==> src/rtl/sprite_engine_multi.sv <==
// Sprite overlay video generator: NUM_SPR 8x8 one-bit sprites, scaled, on a VGA-style raster.
// Latency: uo_out reflects the counter position held one clock earlier; register reads are combinational.
// Backpressure: none; data_ready is tied high and every access completes in the cycle it is presented.
//
// Ports:
//   clk, rst              single clock, asynchronous active-high reset
//   ui_in                 unused input
//   uo_out                registered {vsync, hsync, B[1:0], G[1:0], R[1:0]}
//   address               byte address into the register space
//   data_in               write data
//   data_write_n          11 idle, 00 8-bit, 01 16-bit, 10 32-bit write
//   data_read_n           11 idle, anything else reads
//   data_out              combinational, zero-extended read data
//   data_ready            always 1
//   user_interrupt        frame interrupt flag
module sprite_engine_multi #(
  parameter int NUM_SPR    = 4,
  parameter int SCALE_LOG2 = 2,
  parameter int H_ACTIVE   = 1024,
  parameter int H_FP       = 24,
  parameter int H_SYNC     = 136,
  parameter int H_BP       = 160,
  parameter int V_ACTIVE   = 768,
  parameter int V_FP       = 3,
  parameter int V_SYNC     = 6,
  parameter int V_BP       = 29
) (
  input  logic        clk,
  input  logic        rst,
  input  logic [7:0]  ui_in,
  output logic [7:0]  uo_out,
  input  logic [5:0]  address,
  input  logic [31:0] data_in,
  input  logic [1:0]  data_write_n,
  input  logic [1:0]  data_read_n,
  output logic [31:0] data_out,
  output logic        data_ready,
  output logic        user_interrupt
);

  localparam int H_TOTAL = H_ACTIVE + H_FP + H_SYNC + H_BP;
  localparam int V_TOTAL = V_ACTIVE + V_FP + V_SYNC + V_BP;
  localparam int HW = (H_TOTAL > 1) ? $clog2(H_TOTAL) : 1;
  localparam int VW = (V_TOTAL > 1) ? $clog2(V_TOTAL) : 1;

  // Control / status
  logic        stream_en;
  logic        irq_en;
  logic        irq_flag;
  logic [15:0] frame_cnt;

  // Staging set: what the CPU writes and reads back
  logic [7:0]  stg_x   [NUM_SPR];
  logic [7:0]  stg_y   [NUM_SPR];
  logic        stg_en  [NUM_SPR];
  logic [5:0]  stg_col [NUM_SPR];
  logic [63:0] stg_bmp [NUM_SPR];

  // Active set: what the raster actually draws
  logic [7:0]  act_x   [NUM_SPR];
  logic [7:0]  act_y   [NUM_SPR];
  logic        act_en  [NUM_SPR];
  logic [5:0]  act_col [NUM_SPR];
  logic [63:0] act_bmp [NUM_SPR];

  logic [HW-1:0] h_cnt;
  logic [VW-1:0] v_cnt;

  logic       wr_any;
  logic       wr16;
  logic       ctrl_wr;
  logic       hsync_c;
  logic       vsync_c;
  logic       vsync_rise;
  logic       active_c;
  logic [8:0] lx;
  logic [8:0] ly;
  logic [8:0] dx;
  logic [8:0] dy;
  logic [5:0] rgb;

  logic unused_ok;
  assign unused_ok = ^{ui_in, data_in[31:16]};

  assign data_ready     = 1'b1;
  assign user_interrupt = irq_flag;

  assign wr_any  = (data_write_n != 2'b11);
  assign wr16    = (data_write_n == 2'b01);
  assign ctrl_wr = wr_any && (address == 6'h00);

  // Sync generation is gated by stream_en so an idle block never produces a vsync edge.
  assign hsync_c = stream_en && (int'(h_cnt) >= H_ACTIVE + H_FP)
                             && (int'(h_cnt) <  H_ACTIVE + H_FP + H_SYNC);
  assign vsync_c = stream_en && (int'(v_cnt) >= V_ACTIVE + V_FP)
                             && (int'(v_cnt) <  V_ACTIVE + V_FP + V_SYNC);
  // uo_out[7] is the registered vsync, so this marks the edge where the output vsync goes high.
  assign vsync_rise = vsync_c && !uo_out[7];
  assign active_c   = (int'(h_cnt) < H_ACTIVE) && (int'(v_cnt) < V_ACTIVE);

  assign lx = 9'(h_cnt >> SCALE_LOG2);
  assign ly = 9'(v_cnt >> SCALE_LOG2);

  // Pixel compositor. Walk from the highest index down so the lowest opaque sprite is written last.
  // Offsets are 9-bit differences; a negative offset has upper bits set and so never hits.
  always_comb begin
    rgb = 6'd0;
    dx  = 9'd0;
    dy  = 9'd0;
    for (int n = NUM_SPR - 1; n >= 0; n--) begin
      dx = lx - {1'b0, act_x[n]};
      dy = ly - {1'b0, act_y[n]};
      if (act_en[n] && (dx[8:3] == 6'd0) && (dy[8:3] == 6'd0) &&
          act_bmp[n][{dy[2:0], dx[2:0]}]) begin
        rgb = act_col[n];
      end
    end
    if (!active_c) begin
      rgb = 6'd0;
    end
  end

  // Register read mux
  always_comb begin
    data_out = 32'd0;
    if (data_read_n != 2'b11) begin
      if (address == 6'h00) data_out = {29'd0, irq_flag, irq_en, stream_en};
      if (address == 6'h02) data_out = {16'd0, frame_cnt};
      for (int n = 0; n < NUM_SPR; n++) begin
        if (address == 6'(4 + 12 * n))  data_out = {16'd0, stg_y[n], stg_x[n]};
        if (address == 6'(6 + 12 * n))  data_out = {23'd0, stg_en[n], 2'd0, stg_col[n]};
        if (address == 6'(8 + 12 * n))  data_out = {16'd0, stg_bmp[n][15:0]};
        if (address == 6'(10 + 12 * n)) data_out = {16'd0, stg_bmp[n][31:16]};
        if (address == 6'(12 + 12 * n)) data_out = {16'd0, stg_bmp[n][47:32]};
        if (address == 6'(14 + 12 * n)) data_out = {16'd0, stg_bmp[n][63:48]};
      end
    end
  end

  always_ff @(posedge clk or posedge rst) begin
    if (rst) begin
      stream_en <= 1'b0;
      irq_en    <= 1'b0;
      irq_flag  <= 1'b0;
      frame_cnt <= 16'd0;
      h_cnt     <= '0;
      v_cnt     <= '0;
      uo_out    <= 8'd0;
      for (int n = 0; n < NUM_SPR; n++) begin
        stg_x[n]   <= 8'd0;
        stg_y[n]   <= 8'd0;
        stg_en[n]  <= 1'b0;
        stg_col[n] <= 6'd0;
        stg_bmp[n] <= 64'd0;
        act_x[n]   <= 8'd0;
        act_y[n]   <= 8'd0;
        act_en[n]  <= 1'b0;
        act_col[n] <= 6'd0;
        act_bmp[n] <= 64'd0;
      end
    end else begin
      if (ctrl_wr) begin
        stream_en <= data_in[0];
        irq_en    <= data_in[1];
      end

      // A frame event beats a coincident write-1-to-clear.
      if (vsync_rise && irq_en) begin
        irq_flag <= 1'b1;
      end else if (ctrl_wr && data_in[2]) begin
        irq_flag <= 1'b0;
      end

      if (vsync_rise) begin
        frame_cnt <= frame_cnt + 16'd1;
      end

      for (int n = 0; n < NUM_SPR; n++) begin
        if (wr16) begin
          if (address == 6'(4 + 12 * n)) begin
            stg_x[n] <= data_in[7:0];
            stg_y[n] <= data_in[15:8];
          end
          if (address == 6'(6 + 12 * n)) begin
            stg_en[n]  <= data_in[8];
            stg_col[n] <= data_in[5:0];
          end
          if (address == 6'(8 + 12 * n))  stg_bmp[n][15:0]  <= data_in[15:0];
          if (address == 6'(10 + 12 * n)) stg_bmp[n][31:16] <= data_in[15:0];
          if (address == 6'(12 + 12 * n)) stg_bmp[n][47:32] <= data_in[15:0];
          if (address == 6'(14 + 12 * n)) stg_bmp[n][63:48] <= data_in[15:0];
        end
        // Copy samples the pre-edge staging value, so a same-cycle write lands in the next copy.
        if (!stream_en || vsync_rise) begin
          act_x[n]   <= stg_x[n];
          act_y[n]   <= stg_y[n];
          act_en[n]  <= stg_en[n];
          act_col[n] <= stg_col[n];
          act_bmp[n] <= stg_bmp[n];
        end
      end

      if (!stream_en) begin
        h_cnt <= '0;
        v_cnt <= '0;
      end else if (h_cnt == HW'(H_TOTAL - 1)) begin
        h_cnt <= '0;
        v_cnt <= (v_cnt == VW'(V_TOTAL - 1)) ? '0 : v_cnt + 1'b1;
      end else begin
        h_cnt <= h_cnt + 1'b1;
      end

      uo_out <= stream_en ? {vsync_c, hsync_c, rgb} : 8'd0;
    end
  end

endmodule

==> config.mk <==
export PLATFORM = sky130hd
export DESIGN_NAME = sprite_engine_multi
export DESIGN_NICKNAME = d
export VERILOG_FILES = /design/src/rtl/sprite_engine_multi.sv
export SDC_FILE = /design/constraint.sdc
export NUM_CORES = 2
export LEC_CHECK = 0
export ABC_AREA = 1
export CAP_MARGIN = 20
export CORE_ASPECT_RATIO = 0.9
export CORE_MARGIN = 4
export CORE_UTILIZATION = 53
export CTS_CLUSTER_DIAMETER = 60
export DETAILED_ROUTE_END_ITERATION = 8
export HOLD_SLACK_MARGIN = 0.03
export PLACE_DENSITY = 0.81
export SYNTH_ARGS = -nofsm -noshare
export SYNTH_HDL_FRONTEND = slang
export SYNTH_SLANG_ARGS = --single-unit
==> constraint.sdc <==
create_clock -name clk -period 31.8 [get_ports clk]
set_input_delay 6.36 -clock clk [delete_from_list [all_inputs] [get_ports clk]]
set_output_delay 6.36 -clock clk [all_outputs]
set_load 0.01 [all_outputs]
[Word level (Yosys, flattened, before mapping)]
Cells that the tools add are included.
Operators by class
  eq/ne operators: 31
  $lt $le $gt $ge: 10
  reduce and logical (&&, ||, !) cells: 58
  $add $sub $neg: 11
  mux-type cells: 48
Operators by type and width (number)
  2-to-1 mux 32 bit: 26
  == test 6 bit, second input constant: 10
  zero test 6 bit: 9
  == test 6 x 5 -> 1 bit, second input constant: 8
  AND reduction 2 bit: 24
  subtractor 8 x 8 -> 9 bit: 4
  subtractor 9 x 8 -> 9 bit: 4
  2-to-1 mux 10 bit: 3
  2-to-1 mux 6 bit: 5
  less-than comparator 6 x 7 -> 1 bit, second input constant: 4
  binary-select mux 1 bit (select 6 bit): 4
  == test 6 x 4 -> 1 bit, second input constant: 4
  less-than comparator 11 bit, second input constant: 2
  2-to-1 mux 11 bit: 2
  logical AND 1 bit: 21
  less-than comparator 10 bit, second input constant: 2
  adder 16 x 1 -> 16 bit, second input constant: 1
  == test 6 x 3 -> 1 bit, second input constant: 2
  adder 11 x 1 -> 11 bit, second input constant: 1
  == test 11 bit, second input constant: 1
  >= comparator 11 bit, second input constant: 1
  adder 10 x 1 -> 10 bit, second input constant: 1
  == test 10 bit, second input constant: 1
  >= comparator 10 bit, second input constant: 1
  other kinds (10): 17
Storage, ports and cells
  bits in registers: 744

[Depth between registers and ports, before layout]
  depth in word-level cells: 28
  depth in mapped cells: 22
  mapped depth without buffers: 22

[Worst setup path after synthesis]
No wires, ideal clock.
  path kind: input port to output port
  start: input address[1]
  end: output data_out[8]
  required time: 25.440 ns
  buffers on the path: 1
  arrival: 7.840 ns
  slack: 17.600 ns
  cell stages on the path: 14
  cells stage by stage: nor2_4 > nand2_1 > nor2_2 > buf_2 > a21oi_1 > nand2_1 > nand2_1 > nand4_1 > nand2_1 > nand4_1 > nor2_1 > nand4_1 > nand2_1 > a21oi_1
On the way
  longest elaborated chain between the ends: 27
  elaborated cells between the ends (all ways): 51
  classes of those cells: eq/ne: 25; mux: 26
Ends and longest elaborated chain
  from (decl): line 32  | input logic [5:0] address,
  == test 6 x 2 -> 1 bit: line 128  | if (address == 6'h02) data_out = {16'd0, frame_cnt};
  2-to-1 mux 32 bit: line 128
  2-to-1 mux 32 bit: line 130  | if (address == 6'(4 + 12 * n)) data_out = {16'd0, stg_y[n], stg_x[n]};
  2-to-1 mux 32 bit: line 131  | if (address == 6'(6 + 12 * n)) data_out = {23'd0, stg_en[n], 2'd0, stg_col[n]};
  2-to-1 mux 32 bit: line 132  | if (address == 6'(8 + 12 * n)) data_out = {16'd0, stg_bmp[n][15:0]};
  2-to-1 mux 32 bit: line 133  | if (address == 6'(10 + 12 * n)) data_out = {16'd0, stg_bmp[n][31:16]};
  2-to-1 mux 32 bit: line 134  | if (address == 6'(12 + 12 * n)) data_out = {16'd0, stg_bmp[n][47:32]};
  2-to-1 mux 32 bit: line 135  | if (address == 6'(14 + 12 * n)) data_out = {16'd0, stg_bmp[n][63:48]};
  [11 not listed]
  2-to-1 mux 32 bit: line 135
  2-to-1 mux 32 bit: line 130
  2-to-1 mux 32 bit: line 131
  2-to-1 mux 32 bit: line 132
  2-to-1 mux 32 bit: line 133
  2-to-1 mux 32 bit: line 134
  2-to-1 mux 32 bit (*): line 135
  2-to-1 mux 32 bit (*): line 126  | if (data_read_n != 2'b11) begin
  to (decl): line 36  | output logic [31:0] data_out,
Every way passes the cells marked *; elsewhere a longest branch is shown, timed or not.

[Worst setup path in the final report]
  start: input address[3]
  end: output data_out[14]
The elaborated chain is that of the path after synthesis.

==> metrics.txt <==
DR iter-0 viols=4,024; HPWL after detailed placement=between 60,000 and 70,000 µm; hold crit path type=flip-flop to flip-flop; Total Wirelength=roughly 100,000 µm; Finish-stage setup viols=0; CTS Hold Buffers Added=0; vias in the first global route=28,829; pin count of the biggest net entering global routing=roughly 230; clock share of power=38.6%; # clock sinks=between 700 and 800; commonest cells after routing, fill and taps aside=nand2_1, dfrtp_1, o21ai_0, inv_1, a21oi_1; Hold Crit Start=h_cnt[0]$_DFF_PP0_; Routed Antenna Nets=0; WP buf/inv=3; max incr delay on CP=a little over 0.7 ns; post-synthesis mux area share=about 2.1%; post-synthesis sequential area ratio=a little over 50%; critical path arrival=roughly 11 ns; post-synthesis adder-cell area fraction=~2.9%; f_max=around 0.058 GHz; row count=90; Routability Congestion=between 0.9 and 1; die area=around 0.073 mm²; CP delay by family, top=simple AND/OR/NAND/NOR gates; WL/cell=approximately 20 µm; Clock Skew=approximately 0.028 ns; total global-route track usage=approximately 28%; Setup Buffers After CTS=0; Critical Path Most Common Cell=nand4_1; post-synthesis xor/xnor area fraction=between 1 and 1.5%; DRC violations left=0; post-synthesis compound-gate area fraction=15.7%; Comb pwr share=17.4%; Synth Flop Type=dfrtp_1; Root Driver=clkbuf_16; Sequential Area=~0.019 mm²; Tmin final=17.17 ns; leading area contributor after synthesis=dfrtp_1; post_cts resized=0; Worst-path clk slew=0.05 ns; num ports=94; max_slew headroom=20.5%; async set-reset flop share out of synthesis=100%; Post-synth EDFFs=0; Via density=roughly 5.9; Total Neg Setup Slack=0 ns; status=complete, no violations; placed cell count=5,050; first-pass GRT wire length=between 150,000 and 200,000 µm; Synth area leaders=dfrtp_1, nand2_1, o21ai_0, inv_1, a21oi_1; post-synthesis cell count=~4,300; Via Count=~31,000; Die W=roughly 280 µm; CTS buffer count=81; initial antenna violation count=3; maximum vdd drop=0.0000448 V; leakage power=around 18 nW; Slowest cell on crit path=nand3_1; Worst-Margin Slew=1.19 ns; synthesis-to-finish area growth=9.97%; Ys Warns=0; Max Cap Viol=0; final slew viol count=0; Critical Path Sink Type=output port; Sw Share=between 20% and 30%; Core Area=about 0.067 mm²; Placed Instance Area=roughly 0.037 mm²; CTS tree=built; Int Pwr=approximately 1.7 mW; worst path required time=25.44 ns; register bit count reported by yosys=around 740; Hold Fails Final Rpt=0; Psw=about 0.74 mW; crit path from=address[3]; Bufs on Longest Clock Path=3; Setup CP Type=primary input to output port; reg2reg start=v_cnt[3]$_DFFE_PP0P_; area fraction of the dominant cell type after synthesis=51.4%; Reg power frac=between 40% and 50%; area of the multi-input gates=between 0.01 and 0.015 mm²; main combinational cell family by area after synthesis=simple AND/OR/NAND/NOR gates; Worst-Skew Late Latency=~0.65 ns; IO buf count=between 50 and 60; fillcell total=about 5,600; Design Area, Final=roughly 0.040 mm²; Starting Density=between 50 and 60%; commonest non-fill, non-tap cell in the layout=nand2_1; CP cell instances=clkdlybuf4s50_1 > nor2_2 > nand3_1 > inv_1 > a211oi_1 > nand4_1 > nor2_1 > nand4_1 > o21ai_1 > nand4_1 > o21ai_1 > a21oi_1 > clkdlybuf4s50_1; Yosys cell types=between 60 and 70; grt total ovfl=0; Non-Filler Instances=roughly 5,200; Final nets=approximately 4,400; Max FO, Critical Path=21; Startpoint Class=primary input; fin crit share=54.0%; pwr dens=between 60 and 70 mW/mm²; H-Tree Level Count=3; layout cells sized above 1=just under 8%; Post-Syn Area=0.0362 mm²; simple-gate share of the synthesized area=roughly 18%; Initial DRT Pass Iterations=7; Syn Area/Cell=roughly 8.4 µm²; RSZ-0062 raised after global routing=false; die height=256 µm
## per-layer routing
layer | share of wire, % | global-route usage (%) | routed length [µm]
met5 | 0.0077 | 0 | 8
met3 | 11 | 6.61 | 11800
met4 | 4.2 | 10.9 | 4430
met1 | 41 | 39.7 | 42400
met2 | 44 | 42.7 | 45600
## Yosys cell counts, drive strengths merged, types with 3 or more instances
cell / n
a211oi: 5
a21oi: 275
a221oi: 3
a22oi: 29
a31oi: 5
buf: 107
clkbuf: 150
dfrtp: 744
fa: 8
ha: 70
inv: 454
mux2: 69
nand2: 1127
nand3: 136
nand3b: 4
nand4: 65
nor2: 166
nor3: 21
nor3b: 4
nor4: 7
o211ai: 38
o21a: 3
o21ai: 715
or2: 43
xnor2: 6
xor2: 49
## worst register-to-register path, stage by stage, from the launching register on
cell and delay [ns]:
dfrtp_1 0.94, a21oi_1 0.14, o21ai_0 0.11, nand2_1 0.17, nor2_2 0.44, inv_2 0.44
nand2_4 0.73, buf_4 0.74, buf_12 0.65, buf_4 0.92, mux2_2 0.43
## sequential cells by signal (all words and copies together), names as in the netlist
name and count:
frame_cnt 16, irq_en 1, act_col 24, uo_out 8, stg_bmp 256, stg_x 32, stg_col 24, user_interrupt 1
v_cnt 10, stg_y 32, h_cnt 11, stream_en 1, act_x 32, act_en 4, stg_en 4, act_bmp 256
act_y 32
## final cells by class
type | instances | area share (%)
inverter | 456 | 4.33
clock buffer | 120 | 5.89
clock inverter | 27 | 0.889
multi-input combinational | 2877 | 37.0
antenna | 1 | 0.00628
sequential | 744 | 46.7
tap | 874 | 2.74
timing repair buffer | 99 | 2.37
## through the flow
stage | power, mW | setup slack [ns] | hold WS [ns] | utilization, %
after CTS | 2.46 | 14.76 | 0.461 | 59.2
after detailed placement | 1.51 | 14.80 | 0.454 | 55.1
final | 2.47 | 14.63 | 0.454 | 59.2
after global placement | 1.50 | 14.82 | 0.445 | 55.0
after floorplan | 1.40 | 4.56 | 0.432 | -
after global routing | 2.57 | 14.54 | 0.489 | 59.2
## logic make-up (layout without fill, tap and decap cells)
group                      Yosys count  in the layout
and+or+nand+nor                   1575           1575
xor gates and xnor gates            55             55
adders and majority gates           78             78
DFF                                744            744
buffers and inverters              713            702
AOI/OAI and AO/OA                 1083           1083
muxes                               69             69
other                                2             18
## power by group through the flow
stage | clock network, mW | logic, mW | registers, mW
after floorplan | 0 | 0.314 | 1.09
after global placement | 0 | 0.403 | 1.10
after detailed placement | 0 | 0.416 | 1.10
after CTS | 0.959 | 0.421 | 1.08
after global routing | 0.997 | 0.476 | 1.09
final | 0.954 | 0.429 | 1.09
## worst paths after layout
kind | endpoint | slack, ns | depth (start not counted)
worst min-delay path | h_cnt[0]$_DFF_PP0_ | 0.45 | 1
worst min register to register | h_cnt[0]$_DFF_PP0_ | 0.45 | 1
worst max-delay path | data_out[14] | 14.63 | 13
worst max register to register | act_x[16]$_DFFE_PP0P_ | 25.98 | 10
max in group asynchronous | act_bmp[39]$_DFFE_PP0P_ | 22.26 | 5
min in group asynchronous | stg_bmp[156]$_DFFE_PP0P_ | 6.32 | 2
Note: power is estimated with default switching activity, not from simulation.
